<file path="src/rtl/action_select_pkg.sv">
// Shared definitions for the Q-learning next-hop selector: FSM encoding,
// memory map constants and the LFSR step function.
package action_select_pkg;

    typedef enum logic [2:0] {
        ST_IDLE,
        ST_FETCH,
        ST_LOAD,
        ST_SCAN,
        ST_DECIDE,
        ST_RANDSEL,
        ST_DONE
    } state_t;

    localparam logic [15:0] NCOUNT_ADDR       = 16'h0040;
    localparam logic [15:0] Q_BASE            = 16'h01C8;
    localparam int          MAX_NBR           = 64;
    localparam logic [15:0] NO_ROUTE          = 16'hFFFF;
    // Fibonacci taps 16,14,13,11 expressed as bit positions 15,13,12,10
    localparam logic [15:0] LFSR_TAPS         = 16'hB400;
    localparam logic [15:0] LFSR_DEFAULT_SEED = 16'hACE1;

    function automatic logic [15:0] lfsr_step(input logic [15:0] q);
        return {q[14:0], ^(q & LFSR_TAPS)};
    endfunction

    function automatic logic [6:0] clamp_count(input logic [15:0] raw);
        return (raw > 16'(MAX_NBR)) ? 7'(MAX_NBR) : raw[6:0];
    endfunction

endpackage

</file>
<file path="src/rtl/action_select_if.sv">
// Memory/handshake bundle between the action selector and its neighbours.
interface action_select_if;
    logic        start;
    logic [15:0] address;
    logic [15:0] data_in;
    logic [15:0] action;
    logic [15:0] besthop;
    logic        explored;
    logic        no_route;
    logic        done;

    modport master (
        input  start, data_in,
        output address, action, besthop, explored, no_route, done
    );

    modport slave (
        output start, data_in,
        input  address, action, besthop, explored, no_route, done
    );
endinterface

</file>
<file path="src/rtl/action_select_lfsr16.sv">
// Free-running 16-bit Fibonacci LFSR; a zero seed falls back to the default.
module action_select_lfsr16
    import action_select_pkg::*;
(
    input  logic        clock,
    input  logic        reset,
    input  logic [15:0] seed,
    output logic [15:0] q
);

    logic [15:0] seed_eff;

    assign seed_eff = (seed == 16'h0000) ? LFSR_DEFAULT_SEED : seed;

    always_ff @(posedge clock) begin
        if (reset) q <= seed_eff;
        else       q <= lfsr_step(q);
    end

endmodule

</file>
<file path="src/rtl/action_select.sv">
// Q-learning next-hop selector: reads neighbour Q-values, finds the best hop
// and picks an action epsilon-greedily.
module action_select
    import action_select_pkg::*;
#(
    parameter logic [7:0]  EPSILON = 8'd26,
    parameter logic [15:0] SEED    = 16'hACE1
) (
    input logic              clock,
    input logic              reset,
    action_select_if.master  bus
);

    state_t      state, state_nx;
    logic        start_q;
    logic        trig;
    logic [15:0] lfsr;

    logic [15:0] address_q, address_nx;
    logic [15:0] action_q, action_nx;
    logic [15:0] besthop_q, besthop_nx;
    logic        explored_q, explored_nx;
    logic        no_route_q, no_route_nx;
    logic        done_q, done_nx;

    logic [6:0]  n_q, n_nx;
    logic [6:0]  idx_q, idx_nx;
    logic [15:0] best_q_q, best_q_nx;
    logic [5:0]  best_idx_q, best_idx_nx;
    logic [7:0]  r_q, r_nx;

    action_select_lfsr16 u_lfsr (
        .clock (clock),
        .reset (reset),
        .seed  (SEED),
        .q     (lfsr)
    );

    assign trig = bus.start & ~start_q;

    assign bus.address  = address_q;
    assign bus.action   = action_q;
    assign bus.besthop  = besthop_q;
    assign bus.explored = explored_q;
    assign bus.no_route = no_route_q;
    assign bus.done     = done_q;

    always_ff @(posedge clock) begin
        start_q <= bus.start;
    end

    always_ff @(posedge clock) begin
        if (reset) state <= ST_IDLE;
        else       state <= state_nx;
    end

    always_comb begin
        state_nx    = state;
        address_nx  = address_q;
        action_nx   = action_q;
        besthop_nx  = besthop_q;
        explored_nx = explored_q;
        no_route_nx = no_route_q;
        done_nx     = done_q;
        n_nx        = n_q;
        idx_nx      = idx_q;
        best_q_nx   = best_q_q;
        best_idx_nx = best_idx_q;
        r_nx        = r_q;

        case (state)
            ST_IDLE, ST_DONE: begin
                if (trig) begin
                    state_nx    = ST_FETCH;
                    address_nx  = NCOUNT_ADDR;
                    done_nx     = 1'b0;
                    explored_nx = 1'b0;
                    no_route_nx = 1'b0;
                end
            end
            ST_FETCH: state_nx = ST_LOAD;
            ST_LOAD: begin
                n_nx = clamp_count(bus.data_in);
                if (n_nx == 7'd0) begin
                    action_nx   = NO_ROUTE;
                    besthop_nx  = NO_ROUTE;
                    no_route_nx = 1'b1;
                    done_nx     = 1'b1;
                    state_nx    = ST_DONE;
                end else begin
                    address_nx = Q_BASE;
                    idx_nx     = 7'd0;
                    state_nx   = ST_SCAN;
                end
            end
            ST_SCAN: begin
                // data_in holds the entry addressed one cycle earlier (idx_q - 1)
                if (idx_q != 7'd0) begin
                    if (idx_q == 7'd1 || bus.data_in > best_q_q) begin
                        best_q_nx   = bus.data_in;
                        best_idx_nx = 6'(idx_q - 7'd1);
                    end
                end
                if (idx_q == n_q) begin
                    state_nx = ST_DECIDE;
                end else begin
                    idx_nx = idx_q + 7'd1;
                    if (idx_q + 7'd1 < n_q) address_nx = address_q + 16'd2;
                end
            end
            ST_DECIDE: begin
                besthop_nx = {10'd0, best_idx_q};
                if (lfsr[15:8] >= EPSILON) begin
                    action_nx   = {10'd0, best_idx_q};
                    explored_nx = 1'b0;
                    done_nx     = 1'b1;
                    state_nx    = ST_DONE;
                end else begin
                    r_nx     = lfsr[7:0];
                    state_nx = ST_RANDSEL;
                end
            end
            ST_RANDSEL: begin
                // repeated subtraction gives r mod n without a divider
                if (r_q >= {1'b0, n_q}) begin
                    r_nx = r_q - {1'b0, n_q};
                end else begin
                    action_nx   = {8'd0, r_q};
                    explored_nx = 1'b1;
                    done_nx     = 1'b1;
                    state_nx    = ST_DONE;
                end
            end
            default: state_nx = ST_IDLE;
        endcase
    end

    always_ff @(posedge clock) begin
        if (reset) begin
            address_q  <= 16'd0;
            action_q   <= 16'd0;
            besthop_q  <= 16'd0;
            explored_q <= 1'b0;
            no_route_q <= 1'b0;
            done_q     <= 1'b0;
        end else begin
            address_q  <= address_nx;
            action_q   <= action_nx;
            besthop_q  <= besthop_nx;
            explored_q <= explored_nx;
            no_route_q <= no_route_nx;
            done_q     <= done_nx;
        end
    end

    // Scan datapath needs no reset: LOAD initialises it before use
    always_ff @(posedge clock) begin
        n_q        <= n_nx;
        idx_q      <= idx_nx;
        best_q_q   <= best_q_nx;
        best_idx_q <= best_idx_nx;
        r_q        <= r_nx;
    end

endmodule

</file>
<file path="src/flat_wrapper.sv">
// flat-port wrapper written by rule: the top's interface ports become plain ports
module action_select_flat import action_select_pkg::*;
#(
    parameter logic [7:0]  EPSILON = 8'd26,
    parameter logic [15:0] SEED    = 16'hACE1
)
  (clock, reset, bus_start, bus_data_in, bus_address, bus_action, bus_besthop, bus_explored, bus_no_route, bus_done);
  action_select_if bus_i ();
  input logic clock;
  input logic reset;
  input wire logic [$bits(bus_i.start)-1:0] bus_start;
  input wire logic [$bits(bus_i.data_in)-1:0] bus_data_in;
  output wire logic [$bits(bus_i.address)-1:0] bus_address;
  output wire logic [$bits(bus_i.action)-1:0] bus_action;
  output wire logic [$bits(bus_i.besthop)-1:0] bus_besthop;
  output wire logic [$bits(bus_i.explored)-1:0] bus_explored;
  output wire logic [$bits(bus_i.no_route)-1:0] bus_no_route;
  output wire logic [$bits(bus_i.done)-1:0] bus_done;
  assign bus_i.start = bus_start;
  assign bus_i.data_in = bus_data_in;
  assign bus_address = bus_i.address;
  assign bus_action = bus_i.action;
  assign bus_besthop = bus_i.besthop;
  assign bus_explored = bus_i.explored;
  assign bus_no_route = bus_i.no_route;
  assign bus_done = bus_i.done;
  action_select #(.EPSILON(EPSILON), .SEED(SEED)) u_core (.clock(clock), .reset(reset), .bus(bus_i));
endmodule
</file>
<file path="config.mk">
export PLATFORM = sky130hd
export DESIGN_NAME = action_select_flat
export DESIGN_NICKNAME = d
export VERILOG_FILES = /design/src/rtl/action_select_pkg.sv /design/src/rtl/action_select_if.sv /design/src/rtl/action_select_lfsr16.sv /design/src/rtl/action_select.sv /design/src/flat_wrapper.sv
export SDC_FILE = /design/constraint.sdc
export NUM_CORES = 1
export LEC_CHECK = 0
export ABC_AREA = 1
export CORE_UTILIZATION = 58
export CTS_CLUSTER_SIZE = 30
export DETAILED_ROUTE_END_ITERATION = 12
export PLACE_DENSITY_LB_ADDON = 0.12
export SLEW_MARGIN = 10
export SYNTH_ARGS = -nofsm -noshare
export SYNTH_HDL_FRONTEND = slang
export SYNTH_SLANG_ARGS = --single-unit
export TNS_END_PERCENT = 20
</file>
<file path="constraint.sdc">
create_clock -name clock -period 7.4 [get_ports clock]
set_clock_uncertainty 0.2 [all_clocks]
set_input_delay 1.48 -clock clock [delete_from_list [all_inputs] [get_ports clock]]
set_output_delay 1.48 -clock clock [all_outputs]
set_load 0.02 [all_outputs]
</file>
# ---- After elaboration in Yosys (flattened, before gate mapping)
# Index checks and enable logic that the tools add are counted.
dict set report classes {
  add_sub_neg 4
  mux 31
  reduce_logical 24
  order_cmp 5
  n_eq_ne 18
  bitwise 2
}
# operator count
set op_table {}
lappend op_table {{two-way mux 16 bit} 7}
lappend op_table {{one-hot mux 16 bit (3 select lines)} 2}
lappend op_table {{one-hot mux 16 bit (2 select lines)} 1}
lappend op_table {{two-way mux 7 bit} 3}
lappend op_table {{one-hot mux 3 bit (6 select lines)} 1}
lappend op_table {{adder 16 x 2 -> 16 bit (second input constant)} 1}
lappend op_table {{> comparator 16 bit} 1}
lappend op_table {{> comparator 16 x 7 -> 1 bit (second input constant)} 1}
lappend op_table {{two-way mux 8 bit} 2}
lappend op_table {{one-hot mux 8 bit (2 select lines)} 1}
lappend op_table {{parity 16 bit} 1}
lappend op_table {{AND reduction 3 bit} 5}
lappend op_table {{one-hot mux 7 bit (2 select lines)} 1}
lappend op_table {{two-way mux 3 bit} 4}
lappend op_table {{!= test 2 x 1 -> 1 bit (second input constant)} 6}
lappend op_table {{AND reduction 5 bit} 2}
lappend op_table {{== test 3 bit (second input constant)} 3}
lappend op_table {{nonzero test 3 bit} 3}
lappend op_table {{>= comparator 8 x 5 -> 1 bit (second input constant)} 1}
lappend op_table {{>= comparator 8 x 7 -> 1 bit} 1}
lappend op_table {{!= test 2 bit (second input constant)} 4}
lappend op_table {{AND reduction 4 bit} 2}
lappend op_table {{nonzero test 2 bit} 4}
lappend op_table {{subtractor 8 x 7 -> 8 bit} 1}
lappend op_table {{21 further kinds} 26}
dict set report word_totals {
  word_cells 98
  out_inout_bits 51
  ff_bits 115
}

# ---- Longest topological paths before layout
# Gate-level depths: netlist of the first run.
dict set report depth {
  ltp_word 5
  depth_mapped 16
}

# ---- Cells and area by module
# From an unflattened synthesis of the first run, not the netlist that was laid out.
dict set report unflattened {
  hier_cells 773
  hier_area_um2 5868.1
}
# mod instances cells_per_inst area_per_inst_um2
set modules_own_cells {}
lappend modules_own_cells {action_select 1 674 5203.7}
lappend modules_own_cells {action_select_lfsr16 1 99 664.4}

# ---- Least setup slack after synthesis of the first run
# OpenSTA, ideal clock, no wires.
dict set report synth_path {
  path_kind {input to register}
  startpoint {input bus_data_in[3]}
  endpoint {register u_core.best_idx_q[0] (enable)}
  setup_time_ns 0.408
  slack_ns 3.447
  cell_stages 9
  arrival_time_ns 3.345
  path_cell_list {ha_1 nand2_1 o21ai_0 nand2_1 o211ai_1 nand2_1 nand2_1 nand2_1 a21oi_1}
}
dict set report synth_via {
  elab_chain_len 3
}
# element line
set synth_lines {}
lappend synth_lines {{start, declared} flat_wrapper.sv:12} ;# input wire logic [$bits(bus_i.data_in)-1:0] bus_data_in;
lappend synth_lines {{> comparator 16 bit} action_select.sv:99} ;# if (idx_q == 7'd1 || bus.data_in > best_q_q) begin
lappend synth_lines {{logical OR 1 bit} action_select.sv:99}
lappend synth_lines {{AND reduction 3 bit (no source line)} --}
lappend synth_lines {{end signal, assigned} action_select.sv:161} ;# best_idx_q <= best_idx_nx;
lappend synth_lines {{end, declared} action_select.sv:29} ;# logic [5:0] best_idx_q, best_idx_nx;
# Every way passes these cells.
# A chain may end at the register's enable or synchronous reset.

# ---- Worst setup path after layout of the first run
dict set report layout_path {
  startpoint {input bus_data_in[11]}
  endpoint {register u_core.idx_q[1] (enable)}
}
dict set report layout_via {
  elab_chain_len 5
}
# element line
set layout_lines {}
lappend layout_lines {{> comparator 16 x 7 -> 1 bit} action_select_pkg.sv:28} ;# return (raw > 16'(MAX_NBR)) ? 7'(MAX_NBR) : raw[6:0];
lappend layout_lines {{two-way mux 7 bit} action_select_pkg.sv:28}
lappend layout_lines {{zero test 7 bit} action_select.sv:84} ;# if (n_nx == 7'd0) begin
lappend layout_lines {{!= test 2 bit (no source line)} --}
lappend layout_lines {{AND reduction 3 bit (no source line)} --}
lappend layout_lines {{end signal, assigned} action_select.sv:159} ;# idx_q <= idx_nx;
lappend layout_lines {{end, declared} action_select.sv:27} ;# logic [6:0] idx_q, idx_nx;
# Every way passes these cells.

==> results of run 1 <==
[power by group through the flow]
stage / Combinational, mW / Sequential (mW) / Clock [mW]
2_1_floorplan: 0.176 / 0.648 / 0
3_3_place_gp: 0.255 / 0.639 / 0
3_5_place_dp: 0.262 / 0.641 / 0
4_1_cts: 0.263 / 0.628 / 0.340
5_1_grt: 0.298 / 0.633 / 0.357
6_report: 0.263 / 0.628 / 0.333
[registers in the layout, summed over array words and instances, names as in the netlist]
register and flops:
u_core.best_idx_q 6, u_core.best_q_q 16, u_core.bus.action 9, u_core.bus.address 15, u_core.bus.besthop 7, u_core.bus.done 1
u_core.bus.explored 1, u_core.bus.no_route 1, u_core.idx_q 7, u_core.n_q 7, u_core.r_q 8, u_core.start_q 1
u_core.state 3, u_core.u_lfsr.q 16
[cell type report]
| class | instances | area [sq um] |
|---|---|---|
| clock buffers | 9 | 123.9 |
| inverters | 95 | 356.6 |
| well taps | 108 | 135.1 |
| fillers | 743 | 2655 |
| clock inverters | 7 | 57.56 |
| flip-flops and latches | 98 | 2402 |
| multi-input cells | 461 | 2472 |
| repair buffers | 69 | 688.2 |
[metal layers]
| layer | up-vias | routed length [um] |
|---|---|---|
| li1 | 2298 | - |
| met4 | 0 | 258 |
| met2 | 161 | 5442 |
| met5 | - | 0 |
| met1 | 2085 | 5034 |
| met3 | 20 | 638 |
[kinds of logic (layout without fill, tap and decap cells)]
family                   after synthesis  in the layout
other                                  1              1
flip-flops                            98             98
AND/OR/NAND/NOR                      311            311
adder cells (fa/ha/maj)               37             37
buffers and inverters                129            180
XOR/XNOR                              23             23
AO/OA/AOI/OAI                         89             89
[per-stage QoR]
stage / instance area (sq um) / hold WS (ns)
floorplan: 5436 / 0.1883
global placement: 6047 / 0.1906
detailed placement: 6047 / 0.1953
CTS: 6228 / 0.2109
global route: 6236 / 0.2455
finish: 6236 / 0.2138
[layout by cell type, fill, tap and decap left out, types with 2 or more instances in the layout]
| cell type | Yosys | final |
|---|---|---|
| xor2_1 | 17 | 17 |
| xnor2_1 | 6 | 6 |
| ha_1 | 36 | 36 |
| inv_2 | 2 | 2 |
| inv_6 | 0 | 3 |
| a211oi_1 | 4 | 4 |
| dfxtp_1 | 54 | 54 |
| clkbuf_8 | 0 | 9 |
| o211ai_1 | 3 | 3 |
| edfxtp_1 | 44 | 44 |
| o22ai_1 | 3 | 3 |
| nor2_2 | 5 | 5 |
| a21oi_1 | 51 | 50 |
| o21a_1 | 2 | 2 |
| clkdlybuf4s50_1 | 0 | 68 |
| nand2_1 | 140 | 140 |
| or2_2 | 6 | 6 |
| nand3_1 | 47 | 47 |
| nand4_1 | 3 | 3 |
| o21ai_0 | 22 | 22 |
| nor2_1 | 97 | 97 |
| nor3_1 | 8 | 8 |
| inv_1 | 93 | 93 |
| nand3b_1 | 2 | 2 |
[critical path, cell delays in order]
cell	delay (ns)
clkdlybuf4s50_1	0.45
nor2_1	0.20
nand3_1	0.10
nor2_1	0.18
nand3_1	0.21
nand3_1	0.31
nand2_1	0.10
nor2_1	0.54
[final timing paths]
check	from	end	slack, ns	depth (start not counted)
max	bus_data_in[11]	u_core.idx_q[1]$_SDFFCE_PP0P_	3.65	8
min	u_core.u_lfsr.q[8]$_SDFF_PP0_	u_core.u_lfsr.q[9]$_SDFF_PP0_	0.21	2
max reg2reg	u_core.idx_q[0]$_SDFFCE_PP0P_	u_core.bus.address[1]$_SDFFE_PP0P_	4.01	15
min reg2reg	u_core.u_lfsr.q[8]$_SDFF_PP0_	u_core.u_lfsr.q[9]$_SDFF_PP0_	0.21	2
==> results.txt, run 1 <==
Final min period = 3.746 ns
Syn Std Cell Area = 5436 sq um
CP Max Fanout = 7
Clk pwr share = 27.2%
RSZ-0062 raised after global routing = false
Sink Count = 98
area grow syn2layout = 14.71%
DR vias = 4564
Net Sw Frac = 32.18%
layout cells sized above 1 = 4.736%
Post-Synth XOR/XNOR Area = 3.705%
Main synth FF type = dfxtp_1
#FFs+latches synth = 98
grt met3 use = 4.610%
Yosys top cell by area = edfxtp_1
Num CTS Buffers = 9
Place WS = 2.899 ns
largest family of logic cells by synthesized area = simple AND/OR/NAND/NOR gates
Synth Area in Simple Gates = 23.96%
Total Routing Usage GR = 24.89%
DIE HEIGHT = 98.82 um
Fmax = 267.0 MHz
Pwr Total = 1.224 mW
Synth area leaders = edfxtp_1, dfxtp_1, nand2_1
cts hold-fix bufs = 0
IO Port Bufs = 68
internal power = 0.8303 mW
CTS Buffer Depth = 2
# Max-Cap Violations = 0
CTS tree = done
CP Class = input pin to flip-flop
critical path endpoint category = flip-flop
Peak supply drop = 110.8 uV
Finished Core Util = 70.14%
Vias/cell = 5.388
sequential power share = 51.3%
Req. time, crit path = 7.21 ns
multiplexer share of the synthesized area = 0%
CTS root buf = clkbuf_8
synth cell count leaders = nand2_1, nor2_1, inv_1
routability cong. = 0.8769
drt first pass iters = 5
number of global-route vias before repair = 4151
Top Usage Layer GRT = met2
drt initial violations = 184
final wirelength = 11380 um
met1 GRT Util = 32.33%
min-delay worst type = flip-flop to flip-flop
clk slew on worst S/H paths = 0.11 ns
initial antenna violation count = 0
first-pass GRT wire length = 19100 um
Adder-Cell Fraction of Synth Area = 8.654%
Rel. slew slack = 52.08%
fin cells = 847
largest net degree at the start of global routing = 42
Diodes inserted = 0
DRC viols = 0
Avg Synthesized Cell Area = 7.902 sq um
cell count after synthesis = 688
yosys warns = 0
outcome = completed
register area share after synthesis = 44.19%
final hold violation count = 0
Skew-Pair Late Insertion Delay = 0.38 ns
Distinct cells, synth = 34
DP Cell Count = 831
worst setup margin = 3.654 ns
ys async rst share = 0%
Final ANT Viol Nets = 0
post-CTS sizing = 0
H-Tree Depth = 3
die area = 9764 sq um
Pwr per Cell Area = 196.3 nW/um^2
Slew Limit Fails = 0
actual slew at the worst max-slew pin = 0.7172 ns
starting density of the core = 61.15%
gr ovfl total = 0
detailed placement HPWL = 8567 um
WL per Instance = 13.43 um
Final Setup Violations = 0
Post-synth EDFFs = 44
leak pwr = 2.585 nW
Die W = 98.82 um
GRT met2 Usage = 41.31%
Comb pwr share = 21.5%
post-synthesis compound-gate area fraction = 8.884%
setup bufs post-CTS = 0
top cell type's share of synthesized area = 24.30%
startpoint types = input pin
Top Ports = 70
P_sw = 0.3939 mW
Crit path arrival time = 3.56 ns
TNS Setup = 0 ns
count leader, synth = nand2_1
Core Region = 8891 sq um
net count after synthesis = 744
post-layout net count = 790
Tcrit/Tclk final = 50.62%
# rows = 34
Note: power is estimated with default switching activity, not from simulation.
==> run 2, diff against run 1 <==
- CORE_UTILIZATION: 58 -> 56
- clock period: 7.4 -> 3.55 ns (I/O delays scaled with it)
==> results.txt, run 2 (synthesized netlist as in run 1, its figures left out) <==
outcome = completed
setup bufs post-CTS = 0
Rel. slew slack = 55.96%
Tcrit/Tclk final = 84.27%
detailed placement HPWL = 8535 um
DIE HEIGHT = 100.5 um
Num CTS Buffers = 9
gr ovfl total = 0
# Max-Cap Violations = 0
# rows = 35
post-CTS sizing = 0
Clk pwr share = 27.2%
first-pass GRT wire length = 18770 um
Crit path buffers/inverters = 3
drt initial violations = 184
# fillers = 810
Die W = 100.5 um
cell family with most CP delay = simple AND/OR/NAND/NOR gates
Final Setup Violations = 0
DP Cell Count = 855
Top Ports = 70
Fmax = 334.3 MHz
leak pwr = 2.600 nW
Crit path arrival time = 3.06 ns
final wirelength = 11330 um
Diodes inserted = 0
area grow syn2layout = 15.51%
clk slew on worst S/H paths = 0.11 ns
Final ANT Viol Nets = 0
H-Tree Depth = 3
Net Sw Frac = 32.10%
sequential power share = 51.3%
most frequent cells in the layout = nand2_1, nor2_1, inv_1
CTS Buffer Depth = 2
number of global-route vias before repair = 4065
post-layout net count = 793
layout cells sized above 1 = 5.121%
critical path endpoint category = flip-flop
worst reg2reg startpoint = u_core.idx_q[0]$_SDFFCE_PP0P_
initial antenna violation count = 0
Vias/cell = 5.117
Req. time, crit path = 3.62 ns
Crit path top cell by count = nand2_1
hold path startpoint = u_core.u_lfsr.q[8]$_SDFF_PP0_
final hold violation count = 0
RSZ-0062 raised after global routing = false
commonest non-fill, non-tap cell in the layout = nand2_1
cts hold-fix bufs = 0
die area = 10110 sq um
CP startpoint = u_core.idx_q[0]$_SDFFCE_PP0P_
Skew-Pair Late Insertion Delay = 0.37 ns
TNS Setup = 0 ns
Core Region = 9328 sq um
P_sw = 0.8187 mW
min-delay worst type = flip-flop to flip-flop
Pwr per Cell Area = 406.2 nW/um^2
fin cells = 871
DRC viols = 0
DR vias = 4457
actual slew at the worst max-slew pin = 0.6598 ns
CP Class = flip-flop to flip-flop
Worst path max stage delay = 0.52 ns
Sink Count = 98
Comb pwr share = 21.5%
Peak supply drop = 246.2 uV
starting density of the core = 58.28%
CTS tree = done
IO Port Bufs = 68
Final min period = 2.992 ns
WL per Instance = 13.00 um
CTS root buf = clkbuf_8
drt first pass iters = 4
Total Routing Usage GR = 23.78%
internal power = 1.732 mW
startpoint types = flip-flop
largest net degree at the start of global routing = 37
Slowest cell on crit path = edfxtp_1
crit path cell chain = ha_1, nand2_1, inv_1, nand2_1, xor2_1, inv_1, ha_1, nand2_1, inv_1, o21ai_0, nand3_1, nand2_1, nand4_2, a21oi_1, nor2_1
Slew Limit Fails = 0
CP Max Fanout = 16
routability cong. = 0.8942
run 2: cell types whose count changed in the layout (fill, tap and decap cells not counted), sizes merged:
cell,previous run,this run
inv,100,99
clkinv,2,3
buf,1,4
run 2: worst reg2reg max path, delay by kind of cell (launching register included):
family	cells	cell delay, ns
and+or+nand+nor	7	0.83
AOI/OAI and AO/OA	2	0.41
DFF	1	0.52
adders and majority gates	2	0.55
xor gates and xnor gates	1	0.20
buffers and inverters	3	0.19
run 2: cell type report:
class,instances,area [sq um],share of cell area [%]
multi-input combinational,461,2465,39.25
tap,129,161.4,2.570
clock inverter,7,60.06,0.9564
sequential,98,2402,38.25
timing repair buffer,72,710.7,11.32
inverter,95,356.6,5.678
clock buffer,9,123.9,1.973
run 2: through the flow:
step / setup slack [ns] / hold WS, ns / util [%] / cell area, sq um / total power [mW]
global placement: 0.4629 / 0.1967 / 65.35 / 6096 / 1.864
detailed placement: 0.4298 / 0.2004 / 65.35 / 6096 / 1.880
global route: 0.2297 / 0.2472 / 67.32 / 6280 / 2.687
floorplan: 0.3669 / 0.1883 / - / 5436 / 1.719
CTS: 0.5577 / 0.2157 / 67.32 / 6280 / 2.566
finish: 0.5584 / 0.2127 / 67.32 / 6280 / 2.551
run 2: final timing paths:
path	endpoint	slack (ns)	depth (start not counted)
worst max register to register	u_core.bus.address[1]$_SDFFE_PP0P_	0.56	15
worst min register to register	u_core.u_lfsr.q[9]$_SDFF_PP0_	0.21	2
worst min-delay path	u_core.u_lfsr.q[9]$_SDFF_PP0_	0.21	2
worst max-delay path	u_core.bus.address[1]$_SDFFE_PP0P_	0.56	15
run 2: power groups by stage:
stage / logic (mW) / clock network, mW / registers [mW]
after CTS: 0.550 / 0.707 / 1.31
after detailed placement: 0.546 / 0 / 1.33
final: 0.549 / 0.693 / 1.31
after global routing: 0.621 / 0.748 / 1.32
after floorplan: 0.367 / 0 / 1.35
after global placement: 0.532 / 0 / 1.33
run 2: metal layers:
layer	part of all wire [%]	vias up	global-route usage (%)
met5	0	-	0
met4	2.7	0	10.37
met1	45	2009	30.27
li1	-	2291	-
met2	47	131	40.41
met3	4.7	26	3.467
